`src/rtl/fetch_sequencer_pkg.sv`:
```
// -----------------------------------------------------------------------------
// fetch_sequencer_pkg
// Shared definitions for the fetch/execute sequencer:
//   - OP_NOP / OP_HLT opcodes recognised by the sequencer itself
//   - FSM state encodings (FETCH / EXEC / HALT)
//   - default program-counter width
// -----------------------------------------------------------------------------
package fetch_sequencer_pkg;

  localparam int ADDR_W_DEF = 8;

  localparam logic [7:0] OP_NOP = 8'h00;
  localparam logic [7:0] OP_HLT = 8'hFF;

  typedef enum logic [1:0] {
    FETCH = 2'd0,
    EXEC  = 2'd1,
    HALT  = 2'd2
  } fs_state_t;

endpackage

```
`src/rtl/fetch_sequencer_program_counter.sv`:
```
// -----------------------------------------------------------------------------
// program_counter
// Loadable, incrementing program counter. Wraps modulo 2^ADDR_W.
// Ports:
//   clk, rst   : clock / synchronous active-high reset (pc -> 0)
//   inc        : advance pc by one
//   load       : replace pc with loadVal (takes priority over inc)
//   loadVal    : load value
//   pc         : current program counter
// -----------------------------------------------------------------------------
module program_counter
  import fetch_sequencer_pkg::*;
#(
  parameter int ADDR_W = ADDR_W_DEF
) (
  input  logic              clk,
  input  logic              rst,
  input  logic              inc,
  input  logic              load,
  input  logic [ADDR_W-1:0] loadVal,
  output logic [ADDR_W-1:0] pc
);

  logic [ADDR_W-1:0] pc_reg;
  logic [ADDR_W-1:0] pc_next;

  always_comb begin
    pc_next = pc_reg;
    if (load) begin
      pc_next = loadVal;
    end else if (inc) begin
      // Natural overflow of the ADDR_W-bit add gives the wrap to zero.
      pc_next = pc_reg + ADDR_W'(1);
    end
  end

  always_ff @(posedge clk) begin
    if (rst) begin
      pc_reg <= '0;
    end else begin
      pc_reg <= pc_next;
    end
  end

  assign pc = pc_reg;

endmodule

```
`src/rtl/fetch_sequencer.sv`:
```
// -----------------------------------------------------------------------------
// fetch_sequencer
// Fetch/execute sequencer feeding a control unit one instruction at a time.
// Owns the PC (via program_counter), the instruction register and the
// per-instruction step counter; handles jumps and the halt opcode.
// Ports:
//   clk, rst          : clock / synchronous active-high reset
//   memRd, memAddr    : fetch request and address (current pc)
//   memRdy, memData   : memory response (qualified only while memRd=1)
//   inst, instValid   : instruction register and execute-phase flag
//   step              : 0-based execute-cycle index
//   execDone          : control unit signals last step of instruction
//   jmpEn, jmpAddr    : jump request, honoured only on the completing cycle
//   halted            : halt opcode has executed; only rst leaves this state
// All outputs come straight from registers or decode of registered state.
// -----------------------------------------------------------------------------
module fetch_sequencer
  import fetch_sequencer_pkg::*;
#(
  parameter int ADDR_W    = ADDR_W_DEF,
  parameter int MAX_STEPS = 4
) (
  input  logic              clk,
  input  logic              rst,
  output logic              memRd,
  output logic [ADDR_W-1:0] memAddr,
  input  logic              memRdy,
  input  logic [7:0]        memData,
  output logic [7:0]        inst,
  output logic              instValid,
  output logic [1:0]        step,
  input  logic              execDone,
  input  logic              jmpEn,
  input  logic [ADDR_W-1:0] jmpAddr,
  output logic              halted
);

  localparam logic [1:0] LAST_STEP = 2'(MAX_STEPS - 1);

  fs_state_t         state_reg, state_next;
  logic [7:0]        inst_reg, inst_next;
  logic [1:0]        step_reg, step_next;
  logic              memrd_reg, memrd_next;
  logic              pc_inc;
  logic              pc_load;
  logic              exec_complete;
  logic [ADDR_W-1:0] pc;

  program_counter #(
    .ADDR_W (ADDR_W)
  ) u_pc (
    .clk     (clk),
    .rst     (rst),
    .inc     (pc_inc),
    .load    (pc_load),
    .loadVal (jmpAddr),
    .pc      (pc)
  );

  // NOP and HLT are single-cycle regardless of what the control unit says.
  assign exec_complete = execDone
                      || (step_reg == LAST_STEP)
                      || (inst_reg == OP_NOP)
                      || (inst_reg == OP_HLT);

  always_comb begin
    state_next = state_reg;
    inst_next  = inst_reg;
    step_next  = step_reg;
    pc_inc     = 1'b0;
    pc_load    = 1'b0;

    case (state_reg)
      FETCH: begin
        // memRdy only counts while the request is actually on the bus; this
        // also discards a response presented in the idle cycle after reset.
        if (memrd_reg && memRdy) begin
          inst_next  = memData;
          step_next  = 2'd0;
          pc_inc     = 1'b1;
          state_next = EXEC;
        end
      end
      EXEC: begin
        if (exec_complete) begin
          step_next = 2'd0;
          if (inst_reg == OP_HLT) begin
            state_next = HALT;
          end else begin
            state_next = FETCH;
            pc_load    = jmpEn;
          end
        end else begin
          step_next = step_reg + 2'd1;
        end
      end
      HALT: begin
        state_next = HALT;
      end
      default: begin
        state_next = FETCH;
      end
    endcase
  end

  // The fetch request is a register so it is low while reset is applied and
  // rises on the first clock edge after reset is released.
  assign memrd_next = (state_next == FETCH);

  always_ff @(posedge clk) begin
    if (rst) begin
      state_reg <= FETCH;
      inst_reg  <= OP_NOP;
      step_reg  <= 2'd0;
      memrd_reg <= 1'b0;
    end else begin
      state_reg <= state_next;
      inst_reg  <= inst_next;
      step_reg  <= step_next;
      memrd_reg <= memrd_next;
    end
  end

  assign memRd     = memrd_reg;
  assign memAddr   = pc;
  assign inst      = inst_reg;
  assign instValid = (state_reg == EXEC);
  assign step      = step_reg;
  assign halted    = (state_reg == HALT);

endmodule

```
`config.mk`:
```
export PLATFORM = sky130hd
export DESIGN_NAME = fetch_sequencer
export DESIGN_NICKNAME = d
export VERILOG_FILES = /design/src/rtl/fetch_sequencer_pkg.sv /design/src/rtl/fetch_sequencer_program_counter.sv /design/src/rtl/fetch_sequencer.sv
export SDC_FILE = /design/constraint.sdc
export NUM_CORES = 1
export LEC_CHECK = 0
export CAP_MARGIN = 20
export CELL_PAD_IN_SITES_DETAIL_PLACEMENT = 1
export CELL_PAD_IN_SITES_GLOBAL_PLACEMENT = 2
export CORE_MARGIN = 1
export CORE_UTILIZATION = 30
export DETAILED_ROUTE_END_ITERATION = 8
export DONT_BUFFER_PORTS = 1
export PLACE_DENSITY_LB_ADDON = 0.15
export RECOVER_POWER = 50
export SYNTH_ARGS = -nofsm -noshare
export SYNTH_HDL_FRONTEND = slang
export SYNTH_SLANG_ARGS = --single-unit
```
`constraint.sdc`:
```
create_clock -name clk -period 1.4 [get_ports clk]
set_clock_uncertainty 0.05 [all_clocks]
set_input_delay 0.21 -clock clk [delete_from_list [all_inputs] [get_ports clk]]
set_output_delay 0.21 -clock clk [all_outputs]
set_load 0.02 [all_outputs]
```
==> results of run 1 <==
-- layer usage --
layer / track usage, % / up-vias / wire, µm
met5: 0 / - / 0
met4: 4.762 / 0 / 22
met3: 3.520 / 2 / 140
met2: 32.83 / 21 / 1718
met1: 23.68 / 547 / 1457
li1: - / 546 / -
-- how the worst max path moves through the flow --
stage / end / slack, ns / depth (start not counted)
floorplan: u_pc.pc[5] / -0.09 / 5
global placement: u_pc.pc[3] / -0.10 / 5
detailed placement: u_pc.pc[3] / -0.16 / 5
CTS: u_pc.pc[3] / -0.11 / 4
global route: u_pc.pc[3] / -0.21 / 4
finish: u_pc.pc[3] / -0.14 / 4
-- placed cells by master, fill, tap and decap left out, types with 2 or more instances in the layout --
master    netlist  final
buf_4           0     31
nand2_1        26     26
a21oi_1        13     12
dfxtp_1        21     10
dfxtp_4         0      8
nand3_1         7      5
o211ai_1        4      4
nor2_1          4      4
a31oi_1         4      4
nor4_4          0      3
inv_1           4      3
a211oi_2        1      3
clkbuf_4        0      3
dfxtp_2         0      3
buf_6           1      3
and4_4          0      2
nand3_2         0      2
and3_1          2      2
o311a_1         2      2
nor3_1          3      2
a311oi_1        2      2
a211oi_1        5      2
ha_4            0      2
-- cell families (layout without fill, tap and decap cells) --
kind of cell,after synthesis,count (layout)
flip-flops,21,21
AO/OA/AOI/OAI,37,37
buffers and inverters,10,44
XOR/XNOR,2,2
adder cells (fa/ha/maj),2,2
AND/OR/NAND/NOR,56,56
-- worst max-delay path: stages (launching register included) --
cell,delay (ns)
dfxtp_1,0.41
and3b_2,0.22
a21bo_4,0.25
o311a_1,0.34
a211oi_2,0.19
-- cell type report --
class,count,share of cell area (%)
Clock buffer,3,1.425
Multi-Input combinational cell,97,47.19
Clock inverter,1,0.3167
Inverter,4,0.9501
Timing Repair Buffer,36,17.74
Sequential cell,21,28.74
Tap cell,46,3.642
-- where the power goes --
group	switching (mW)	total [mW]	internal, mW
logic	0.149	0.281	0.131
clock network	0.199	0.306	0.107
registers	0.0314	0.647	0.616
-- stage by stage --
stage                     cells  total power, mW  hold slack (ns)
after floorplan             128           0.8214           0.2856
after global placement      201           0.9033           0.2244
after detailed placement    201           0.9113           0.2254
after CTS                   207            1.253          -0.1256
after global routing        208            1.301          -0.1271
final                       208            1.233          -0.1110
-- timing repair --
action,in CTS,in global routing
buffers inserted,2,1
endpoints found under the hold margin,20,19
setup endpoints to repair,14,14
gates resized for setup,14,5
pin swaps,8,4
==> results.tsv, run 1 <==
metric	value	unit
Setup Slack @ Placement	-0.1632	ns
Final nets	186	
Crit Reg-Reg Startpoint	state_reg[0]	
layout cells sized above 1	45.06	%
Cell variety after synth	38	
Setup Total Neg Slack	-0.5831	ns
final core utilization	46.62	%
Vias/cell	5.365	
Final WS setup	-0.1432	ns
CP endpoint kind	flip-flop	
Layout fillers	385	
H-tree levels	1	
Power Dens Cells	780.4	nW/µm²
Area growth, synth to finish	46.52	%
Global Route Usage Sum	18.79	%
Worst Path Required	1.58	ns
# clock sinks	21	
Max-slew headroom	73.10	%
Total Wirelength	3338	µm
clock tree buffer depth	2	
#FFs+latches synth	21	
post-synthesis mux area share	0	%
Post-synth EDFFs	0	
synthesized area per cell	8.426	µm²
clk slew on worst S/H paths	0.14	ns
die area	3839	µm²
Clk Latency, worst-skew pair	0.31	ns
WL/cell	16.05	µm
hold path start	rst	
GRT overflow	0	
core box area	3390	µm²
Die Span Y	61.96	µm
XOR/XNOR share of the synthesized area	1.624	%
RSZ-0062 raised after global routing	yes	
Ys Warns	0	
Fmax achieved	648.0	MHz
Worst Setup Start Kind	flip-flop	
simple-gate share of the synthesized area	29.35	%
worst-path fanout max	4	
status	finished, violations left	
Hold Fails Final Rpt	19	
Pre-antenna DRT Iters	3	
Antenna Cells	0	
Yosys top cell area share	38.98	%
Inserted Clock Buffers	3	
post-synthesis sequential area ratio	38.98	%
Final Cell Area	1580	µm²
Post-synth top cells	nand2_1 (26), dfxtp_1 (21), a21oi_1 (13), nand3_1 (7), a211oi_1 (5)	
global-route wire length before repair	5216	µm
worst-margin pin slew	0.4023	ns
hold slack	-0.1110	ns
vias in the first global route	1134	
Compound-Gate Fraction of Synth Area	23.43	%
Hold Path Class	in -> reg	
Detailed Route Iter0 Violations	24	
area taken by multi-input logic gates	745.7	µm²
area share of fa/ha/maj cells after synthesis	2.320	%
kind of critical path	reg -> reg	
CTS root buffer	clkbuf_4	
worst path arrival time	1.72	ns
cell count after synthesis	128	
initial antenna violation count	0	
Synth area leaders	dfxtp_1 (39%), nand2_1 (9.0%), a21oi_1 (6.0%)	
Leak Pwr	0.5960	nW
hold_buf cts	1	
dpl hpwl	2473	µm
Max-cap violations	0	
Vias	1116	
count leader, synth	nand2_1	
num rows	21	
Max Slew Vio Count	0	
largest net degree at the start of global routing	22	
largest family of logic cells by synthesized area	simple AND/OR/NAND/NOR gates	
r2r setup slk	-0.14	ns
Sequential Area	454.2	µm²
TritonCTS clock tree	yes	
Ports	42	
Hold Path End	state_reg[1]	
post-synth top area cell	dfxtp_1	
# DRC	0	
DP Area	1459	µm²
R2R Path End	u_pc.pc[3]	
Final min period	1.543	ns
Starting Density	31.82	%
GP Congestion	0.7771	
R2R cell count	4	
peak supply drop	0.3761	mV
post-synthesis cell area	1079	µm²
FFs w/ async S/R, synth	0	%
Tcrit/Tclk final	110.2	%
Syn Nets	151	
CP Launch Point	state_reg[0]	
PortBufs	0	
depth of the worst hold-timing path	1	
Final setup viols	11	
Routed Antenna Nets	0	
DIE WIDTH	61.96	µm
failing checks	negative hold slack, negative setup slack	
Synth Flop Type	dfxtp_1	
(Power assumes the default switching activity.)
==> run 2: changes to the inputs <==
Settings changed: SKIP_CTS_REPAIR_TIMING from default to 1, SLEW_MARGIN from default to 20.
==> results.tsv, run 2 (synthesis results as in run 1) <==
metric	value	unit
GRT overflow	0	
Max Slew Vio Count	0	
Worst Setup Start Kind	flip-flop	
Setup Slack @ Placement	-0.1632	ns
Clk Latency, worst-skew pair	0.31	ns
Max-slew headroom	79.20	%
Routed Antenna Nets	0	
failing checks	negative hold slack, negative setup slack	
CP most frequent cell	a211oi_2	
Vias	1132	
status	finished, violations left	
vias in the first global route	1094	
leading cell type in the layout, fill and taps excluded	buf_4	
Final Cell Area	1610	µm²
commonest non-fill, non-tap cells in the layout	buf_4 (33), nand2_1 (26), a21oi_1 (11), dfxtp_1 (10), dfxtp_4 (8)	
# clock sinks	21	
Final setup viols	12	
Fmax achieved	626.6	MHz
Detailed Route Iter0 Violations	19	
worst-margin pin slew	0.3121	ns
Starting Density	31.82	%
Die Span Y	61.96	µm
kind of critical path	reg -> reg	
Tcrit/Tclk final	114.0	%
worst path arrival time	1.78	ns
Hold Fails Final Rpt	19	
CP cell instances	nor4_4 > a211oi_2 > buf_4 > o311a_1 > a211oi_2	
PortBufs	0	
die area	3839	µm²
TritonCTS clock tree	yes	
Global Route Usage Sum	18.15	%
Leak Pwr	0.6075	nW
Inserted Clock Buffers	3	
Critical Path Max Stage Delay	0.38	ns
Final nets	189	
largest net degree at the start of global routing	22	
peak supply drop	0.3816	mV
Antenna Cells	0	
Net Sw Frac	30.91	%
Worst Path Required	1.58	ns
Area growth, synth to finish	49.30	%
GP Congestion	0.7771	
Final WS setup	-0.1960	ns
Pre-antenna DRT Iters	4	
dpl hpwl	2473	µm
Hold Path Class	in -> reg	
CP max-delay cell	dfxtp_4	
CTS root buffer	clkbuf_4	
worst-path fanout max	7	
CP top delay family	compound AO/OA/AOI/OAI gates	
hold slack	-0.1131	ns
WL/cell	16.43	µm
Max-cap violations	0	
switching pwr	0.3885	mW
Final min period	1.596	ns
cell internal pwr	0.8685	mW
initial antenna violation count	0	
Crit path buffers/inverters	1	
H-tree levels	1	
num rows	21	
Vias/cell	5.365	
Reg power frac	51.5	%
Power Dens Cells	780.6	nW/µm²
Total Wirelength	3467	µm
layout cells sized above 1	46.06	%
global-route wire length before repair	5030	µm
CP endpoint kind	flip-flop	
# DRC	0	
DIE WIDTH	61.96	µm
RSZ-0062 raised after global routing	yes	
clock share of power	24.5	%
Ports	42	
Comb pwr share	24.0	%
core box area	3390	µm²
DP Area	1459	µm²
clock tree buffer depth	2	
clk slew on worst S/H paths	0.14	ns
Setup Total Neg Slack	-1.626	ns
==> run 2: cell types whose count changed in the layout (fill, tap and decap cells not counted) <==
cell      change
a211o_2       -1
a211o_4       +1
a211oi_2      +1
a211oi_4      -1
a21oi_1       -1
a21oi_2       +1
buf_4         +2
clkbuf_1      +1
nand3_2       -1
nand3_4       +1
==> run 2: per-stage QoR <==
stage | power (mW) | std cells | utilization, %
floorplan | 0.8214 | 128 | -
global placement | 0.9033 | 201 | 43.04
detailed placement | 0.9113 | 201 | 43.04
CTS | 1.227 | 205 | 43.85
global route | 1.323 | 211 | 47.51
finish | 1.257 | 211 | 47.51
==> run 2: metal layers <==
layer	share of wire [%]	GRT usage, %	routed length (µm)
met3	4.7	3.520	163
met4	0.63	4.762	22
met1	42	23.55	1445
met2	53	30.70	1836
met5	0	0	0
==> run 2: final cells by class <==
class / count / area, µm²
clock inverters: 1 / 5.005
well taps: 46 / 57.56
fillers: 385 / 1779
flip-flops and latches: 21 / 454.2
repair buffers: 39 / 299.0
inverters: 4 / 15.01
clock buffers: 3 / 22.52
multi-input cells: 97 / 757.0
==> run 2: power groups by stage <==
stage / registers (mW) / clock network [mW] / logic [mW]
finish: 0.647 / 0.309 / 0.301
global route: 0.652 / 0.342 / 0.329
CTS: 0.647 / 0.328 / 0.252
detailed placement: 0.661 / 0 / 0.251
global placement: 0.659 / 0 / 0.244
floorplan: 0.689 / 0 / 0.132
==> run 2: final timing paths <==
check             slack [ns]  startpoint           end  cells after the start
setup / recovery       -0.20     inst[3]    u_pc.pc[3]                      5
hold / removal         -0.11         rst  state_reg[0]                      1
setup reg to reg       -0.20     inst[3]    u_pc.pc[3]                      5
hold reg to reg         0.56     inst[0]       inst[0]                      3
